===== src/rtl/bcd_pkg.sv =====
`default_nettype none
// ============================================================================
// Module   : bcd_pkg
// Brief    : Shared types and constants for the sequential binary-to-BCD path.
// Revision : 1.0
// ============================================================================
package bcd_pkg;

  localparam int DEF_WIDTH  = 8;
  localparam int DEF_DIGITS = 3;

  // Counter must hold the value WIDTH itself, hence WIDTH+1 codes.
  localparam int DEF_CNT_W  = $clog2(DEF_WIDTH + 1);

  typedef enum logic [1:0] {
    IDLE  = 2'd0,
    SHIFT = 2'd1,
    DONE  = 2'd2
  } state_e;

  function automatic int cnt_width(input int w);
    return $clog2(w + 1);
  endfunction

endpackage
`default_nettype wire


===== src/rtl/bcd_add3_digit.sv =====
`default_nettype none
// ============================================================================
// Module   : bcd_add3_digit
// Brief    : Double-dabble digit correction, adds 3 when the digit is >= 5.
// Revision : 1.0
// ============================================================================
module bcd_add3_digit (
  input  logic [3:0] digit_i,
  output logic [3:0] digit_o
);

  assign digit_o = (digit_i >= 4'd5) ? digit_i + 4'd3 : digit_i;

endmodule
`default_nettype wire


===== src/rtl/binary_to_bcd_seq.sv =====
`default_nettype none
// ============================================================================
// Module   : binary_to_bcd_seq
// Brief    : Multi-cycle shift-and-add-3 converter with start/busy/done handshake.
// Revision : 1.0
// ============================================================================
module binary_to_bcd_seq
  import bcd_pkg::*;
#(
  parameter int WIDTH  = DEF_WIDTH,
  parameter int DIGITS = DEF_DIGITS
) (
  input  logic                clk,
  input  logic                rst,
  input  logic                start,
  input  logic [WIDTH-1:0]    bin,
  output logic                busy,
  output logic                done,
  output logic [4*DIGITS-1:0] bcd
);

  localparam int CNT_W = cnt_width(WIDTH);
  localparam int BCD_W = 4 * DIGITS;

  state_e                   state_q, state_d;
  logic [CNT_W-1:0]         cnt_q, cnt_d;
  logic [WIDTH-1:0]         shift_q, shift_d;
  logic [BCD_W-1:0]         scratch_q, scratch_d;
  logic [BCD_W-1:0]         bcd_q, bcd_d;
  logic [BCD_W-1:0]         adj;
  logic [BCD_W+WIDTH-1:0]   shifted;

  for (genvar g = 0; g < DIGITS; g++) begin : g_add3
    bcd_add3_digit u_add3 (
      .digit_i (scratch_q[4*g +: 4]),
      .digit_o (adj[4*g +: 4])
    );
  end

  always_comb begin
    state_d   = state_q;
    cnt_d     = cnt_q;
    shift_d   = shift_q;
    scratch_d = scratch_q;
    bcd_d     = bcd_q;
    // Correct first, then shift: the MSB of the binary operand enters the scratch LSB.
    shifted   = {adj, shift_q} << 1;

    case (state_q)
      IDLE: begin
        if (start) begin
          shift_d   = bin;
          scratch_d = '0;
          cnt_d     = CNT_W'(WIDTH);
          state_d   = SHIFT;
        end
      end
      SHIFT: begin
        {scratch_d, shift_d} = shifted;
        cnt_d                = cnt_q - CNT_W'(1);
        if (cnt_q == CNT_W'(1)) begin
          bcd_d   = shifted[BCD_W+WIDTH-1:WIDTH];
          state_d = DONE;
        end
      end
      DONE:    state_d = IDLE;
      default: state_d = IDLE;
    endcase
  end

  always_ff @(posedge clk or posedge rst) begin
    if (rst) begin
      state_q   <= IDLE;
      cnt_q     <= '0;
      shift_q   <= '0;
      scratch_q <= '0;
      bcd_q     <= '0;
    end else begin
      state_q   <= state_d;
      cnt_q     <= cnt_d;
      shift_q   <= shift_d;
      scratch_q <= scratch_d;
      bcd_q     <= bcd_d;
    end
  end

  assign busy = (state_q == SHIFT);
  assign done = (state_q == DONE);
  assign bcd  = bcd_q;

endmodule
`default_nettype wire


===== config.mk =====
export PLATFORM = sky130hd
export DESIGN_NAME = binary_to_bcd_seq
export DESIGN_NICKNAME = d
export VERILOG_FILES = /design/src/rtl/bcd_pkg.sv /design/src/rtl/bcd_add3_digit.sv /design/src/rtl/binary_to_bcd_seq.sv
export SDC_FILE = /design/constraint.sdc
export NUM_CORES = 1
export LEC_CHECK = 0
export CAP_MARGIN = 20
export CORE_ASPECT_RATIO = 0.8
export CORE_MARGIN = 4
export CORE_UTILIZATION = 56
export CTS_BUF_LIST = sky130_fd_sc_hd__clkbuf_8
export DETAILED_ROUTE_END_ITERATION = 16
export PLACE_DENSITY = 0.81
export SETUP_SLACK_MARGIN = 0.02
export SYNTH_ARGS = -nofsm -noshare
export SYNTH_HDL_FRONTEND = slang
export SYNTH_SLANG_ARGS = --single-unit

===== constraint.sdc =====
create_clock -name clk -period 2.1 [get_ports clk]
set_clock_uncertainty 0.1 [all_clocks]
set_input_delay 0.42 -clock clk [delete_from_list [all_inputs] [get_ports clk]]
set_output_delay 0.42 -clock clk [all_outputs]
set_load 0.01 [all_outputs]

======== Yosys cells after proc, flatten, opt, wreduce, memory -nomap -nowiden ========
Cells that the tools add are included.
cells by class
  equality and inequality tests ........... 5
  order comparisons ....................... 3
  $add $sub $neg .......................... 4
  muxes and demuxes ....................... 12
  reductions and logical operators ........ 5
operators by type and width
  cell                                                                                 count
  12-bit one-hot mux with 2 select lines                                               1
  8-bit one-hot mux with 2 select lines                                                1
  4-bit by 3-bit greater-or-equal comparator with 1-bit output, second input constant  3
  12-bit 2-to-1 mux                                                                    1
  4-bit 2-to-1 mux                                                                     3
  4-bit by 2-bit adder with 4-bit output, second input constant                        2
  8-bit 2-to-1 mux                                                                     1
  4-bit one-hot mux with 2 select lines                                                1
  2-bit AND reduction                                                                  3
  4-bit by 1-bit equality test with 1-bit output, second input constant                1
  2-bit 2-to-1 mux                                                                     2
  2-bit one-hot mux with 2 select lines                                                1
  4-bit by 1-bit subtractor with 4-bit output, second input constant                   1
  3-bit by 2-bit adder with 3-bit output, second input constant                        1
  3-bit 2-to-1 mux                                                                     1
  2-bit by 1-bit equality test with 1-bit output, second input constant                1
  2-bit equality test, second input constant                                           1
  2-bit zero test                                                                      1
  2-bit by 1-bit != test with 1-bit output, second input constant                      1
  2-bit != test, second input constant                                                 1
  2-bit nonzero test                                                                   1
word-level totals
  input bits .............................. 11
  register bits after elaboration ......... 38
  logic and storage cells ................. 34

======== Longest topological paths before layout ========
  depth in word-level cells ............... 3
  mapped depth ............................ 7

======== Cells and area by module ========
From an unflattened synthesis, not the netlist that was laid out.
second synthesis, totals
  cells, all modules ...................... 165
  area, all modules ....................... 1891.8 µm²
by module, submodules not included
  module             times used  cells an instance  area an instance (µm²)
  binary_to_bcd_seq  1           117                1587.8
  bcd_add3_digit     3           16                 101.3

======== Worst setup path before layout ========
OpenSTA, ideal clock, no wires.
  kind .................................... reg-to-reg
  start point ............................. register scratch_q[4]
  end point ............................... register bcd_q[6] (netlist: bcd[6])
  arrival ................................. 1.273 ns
  cell stages (with the launch flop) ...... 6
  library setup time ...................... 0.125 ns
  data required time ...................... 1.875 ns
  setup slack ............................. 0.602 ns
  path buffers ............................ 0
  cells stage by stage .................... dfrtp_1 ha_1 nand2b_1 a21oi_2 mux2i_1 mux2_2
on the way
  cells in the longest elaborated chain, start to end .. 2
  elaborated cells between the ends (all ways) .. 3
  classes of those cells .................. add/sub (1); order compare (1); mux (1)
ends and longest elaborated chain
  item                                                                                                                           line                     RTL
  from (decl)                                                                                                                    binary_to_bcd_seq.sv:28  logic [BCD_W-1:0] scratch_q, scratch_d;
  from (signal assigned)                                                                                                         binary_to_bcd_seq.sv:82  scratch_q <= scratch_d;
  4-bit by 2-bit adder with 4-bit output / 4-bit by 3-bit greater-or-equal comparator with 1-bit output (equally long branches)  bcd_add3_digit.sv:12     assign digit_o = (digit_i >= 4'd5) ? digit_i + 4'd3 : digit_i;
  4-bit 2-to-1 mux (*)                                                                                                           bcd_add3_digit.sv:12
  to (signal assigned)                                                                                                           binary_to_bcd_seq.sv:77  bcd_q <= '0;
  to (signal assigned)                                                                                                           binary_to_bcd_seq.sv:83  bcd_q <= bcd_d;
  to (decl)                                                                                                                      binary_to_bcd_seq.sv:29  logic [BCD_W-1:0] bcd_q, bcd_d;
Every way passes the cells marked *; elsewhere a longest branch is shown, timed or not.
A chain may end at the register's enable or synchronous reset.

======== Final worst setup path ========
  start point ............................. register state_q[1]
  end point ............................... output done
on the way
  cells in the longest elaborated chain, start to end .. 1
ends and longest elaborated chain
  item                    line                     RTL
  from (decl)             binary_to_bcd_seq.sv:25  state_e state_q, state_d;
  from (signal assigned)  binary_to_bcd_seq.sv:79  state_q <= state_d;
  2-bit equality test     binary_to_bcd_seq.sv:88  assign done = (state_q == DONE);
  to (decl)               binary_to_bcd_seq.sv:18  output logic done,
Every way passes these cells.

==> metrics.md <==
| Metric | Value |
|---|---|
| Status | `completed` |
| CTS Hold Bufs | `0` |
| Max-cap viol count | `0` |
| Number of port buffers | `24` |
| Antenna cells | `0` |
| Routed WL | `3944 µm` |
| Setup crit end kind | `output port` |
| Vias per cell | `5.520` |
| I/O pin count | `25` |
| Area growth, synth to finish | `21.09%` |
| Crit path max-delay cell type | `clkdlybuf4s50_1` |
| Critical Path AT | `roughly 1500 ps` |
| Via count | `1,369` |
| Max-slew violations | `0` |
| Yosys Warn Count | `0` |
| Top Usage Layer GRT | `met2` |
| Antenna violations before repair | `0` |
| Max incr delay on CP | `approximately 540 ps` |
| Synth area leaders | `dfrtp_1 (50%), o21ai_0 (5.6%), ha_1 (5.3%), mux2_2 (4.2%), a22o_1 (3.7%)` |
| Slew of the pin with the lowest slew margin | `474.1 ps` |
| Global-route wire length before repair | `roughly 6800 µm` |
| Cell Count, Final, Fillers Out | `248` |
| Worst R2R Start | `cnt_q[1]$_DFFE_PP0P_` |
| LEAKAGE | `1.004 nW` |
| Synth Instances | `175` |
| Avg Inst Size Synth | `between 10 and 15 µm²` |
| Register area share after synthesis | `50.40%` |
| M1 GR Usage | `25.08%` |
| Critical path origin | `state_q[1]$_DFFE_PP0P_` |
| Per-cell routed wire length | `15.90 µm` |
| GP Congestion | `0.7902` |
| Clock Pin Slew Worst Setup and Hold Paths | `80 ps` |
| CTS H-Tree Depth | `2` |
| Top-area cell type share of the netlist area | `50.40%` |
| Initial DRT Pass Iterations | `4` |
| Vias in the first global route | `1,471` |
| Netlist cell types | `30` |
| Residual DRC count | `0` |
| Met3 usage | `7.731%` |
| Worst Reg-to-Reg Cells | `5` |
| Pwr Density | `1593 nW/µm²` |
| Worst-skew pair later-pin latency | `300 ps` |
| Chip Width | `about 73 µm` |
| #FFs+latches synth | `38` |
| Maximum fanout along the worst path | `6` |
| Reg2Reg Capture Point | `bcd[9]$_DFFE_PP0P_` |
| Setup violators final | `0` |
| Num rows | `18` |
| Sum Neg Setup Slack | `0 ps` |
| Crit Path Category | `flop to output port` |
| Root Buffer | `clkbuf_8` |
| DRT iter0 DRCs | `63` |
| Critical Path RT | `1580 ps` |
| Clk sinks | `38` |
| Critical Path Start Type | `flop` |
| RSZ-0062 raised after global routing | `false` |
| CTS tree | `yes` |
| Worst Hold Class | `flop to flop` |
| Fin nets | `approximately 230` |
| Global route overflow | `0` |
| Largest net degree at the start of global routing | `39` |
| Dpl hpwl | `2723 µm` |
| Die height | `59.92 µm` |
| Area leader, netlist | `dfrtp_1` |
| Overall routing resource usage | `20.80%` |
| Die area | `4368 µm²` |
| Hold path depth | `2` |
| Core ar. | `3153 µm²` |
| CTS Buffer Depth | `2` |
| ANT nets after route | `0` |
| Share of cells above drive strength 1 | `roughly 17%` |
| Final Cycle Share | `a little over nine tenths` |
| Mapped Area | `between 1500 and 2000 µm²` |
| WHS Endpoint | `shift_q[4]$_DFFE_PP0P_` |
| DP Cell Count | `~240` |
| Final Hold Fails | `0` |
| Syn nets | `approximately 190` |
| Hold Path Origin | `shift_q[4]$_DFFE_PP0P_` |
| Worst-path cell chain | `buf_6 -> nor2b_1 -> clkdlybuf4s50_1` |
| FMAX | `508.7 MHz` |
| Total CTS buffers | `5` |
| Max rail drop VDD | `around 1.1 mV` |
| Flop2flop setup slack | `360 ps` |
| Max_slew headroom | `between 60% and 70%` |
| Initial Util | `59.84%` |
| Final worst path period need | `1966 ps` |
| Met2 Resource Use GR | `34.70%` |
==> registers in the layout (all words and copies together), names as in the netlist <==
name       flops
bcd           12
cnt_q          4
scratch_q     12
shift_q        8
state_q        2
==> where the power goes <==
part | internal, mW | switching [mW]
sequential | 1.08 | 0.279
combinational | 0.879 | 0.889
clock | 0.260 | 0.256
total | 2.22 | 1.42
==> kinds of logic (layout without fill, tap and decap cells) <==
family,count (synthesis),after routing,synth area share (%)
buffers and inverters,18,51,4.642
XOR/XNOR,3,3,1.393
AO/OA/AOI/OAI,49,49,16.78
adder cells (fa/ha/maj),8,8,5.305
AND/OR/NAND/NOR,48,48,15.19
flip-flops,38,38,50.40
multiplexers,11,11,6.300
==> cells in the final DEF, fill, tap and decap left out <==
cell type / Yosys / routed
nor2b_1: 3 / 3
nor3_1: 4 / 4
nor3b_1: 6 / 6
nor2_1: 6 / 6
dlygate4sd2_1: 0 / 1
nand3b_1: 1 / 1
a22oi_1: 3 / 3
clkbuf_8: 0 / 6
ha_1: 8 / 8
o21bai_2: 1 / 1
buf_6: 1 / 1
a21oi_2: 3 / 3
a31oi_1: 1 / 1
nor2_8: 1 / 1
inv_1: 10 / 11
mux2i_1: 4 / 4
clkdlybuf4s50_1: 0 / 23
nand4bb_4: 1 / 1
buf_4: 3 / 7
nand2b_1: 5 / 5
a22o_1: 8 / 8
xnor2_1: 3 / 3
clkinv_2: 0 / 1
a31oi_2: 2 / 2
inv_2: 1 / 1
nor2_2: 2 / 2
nand2_1: 17 / 17
mux2_2: 7 / 7
or3b_2: 2 / 2
dfrtp_1: 38 / 38
o21ai_0: 21 / 21
a21oi_1: 10 / 10
==> layer usage <==
metal  up-vias  routed length, µm  share of wire, %
met1       676               1718                44
met5         -                  0                 0
met2        19               2047                52
met3         6                142               3.6
met4         0                 35              0.89
li1        668                  -                 -
==> how the worst max path moves through the flow <==
stage	endpoint	depth (start not counted)	slack [ps]
after floorplan	bcd[6]$_DFFE_PP0P_	5	600
after global placement	busy	3	380
after detailed placement	shift_q[1]$_DFFE_PP0P_	5	330
after CTS	done	3	20
after global routing	done	3	90
final	done	3	130
==> layout make-up <==
class	instances	area, µm²
Clock buffer	6	82.58
Clock inverter	2	8.758
Fill cell	224	868.3
Inverter	11	41.29
Multi-Input combinational cell	119	848.3
Sequential cell	38	950.9
Tap cell	40	50.05
Timing Repair Buffer	32	302.8
==> critical path, delay by kind of cell (launching register included) <==
| kind | cells | cell delay, ps |
|---|---|---|
| buffers and inverters | 2 | 660 |
| DFF | 1 | 370 |
| and+or+nand+nor | 1 | 120 |
==> cells in the mapped netlist <==
library cell / n
a21oi_2: 3
nand3b_1: 1
a22o_1: 8
buf_4: 3
o21bai_2: 1
a22oi_1: 3
nor2b_1: 3
clkbuf_1: 2
dfrtp_1: 38
nor3b_1: 6
buf_6: 1
buf_2: 1
or3b_2: 2
o21ai_0: 21
a31oi_2: 2
nor2_2: 2
ha_1: 8
mux2i_1: 4
nand2b_1: 5
a31oi_1: 1
inv_1: 10
nor3_1: 4
nor2_8: 1
mux2_2: 7
inv_2: 1
a21oi_1: 10
nor2_1: 6
nand2_1: 17
nand4bb_4: 1
xnor2_1: 3
==> metrics by stage <==
stage | worst slack (ps) | power [mW] | hold WS (ps) | util (%) | instance area, µm²
6_report | 134.2 | 3.639 | 398.5 | 72.46 | 2285
5_1_grt | 89.74 | 3.934 | 436.7 | 72.46 | 2285
4_1_cts | 24.26 | 3.654 | 400.3 | 71.63 | 2258
3_5_place_dp | 326.0 | 3.121 | 383.7 | 68.77 | 2168
3_3_place_gp | 377.5 | 2.994 | 368.9 | 68.77 | 2168
2_1_floorplan | 602.2 | 2.520 | 350.2 | - | 1887
==> what timing repair did <==
item,4_1_cts,5_1_grt
pin swaps,0,0
endpoints found under the hold margin,0,0
buffers inserted,0,3
setup endpoints to repair,1,1
resized for setup,1,1
(Power assumes the default switching activity.)
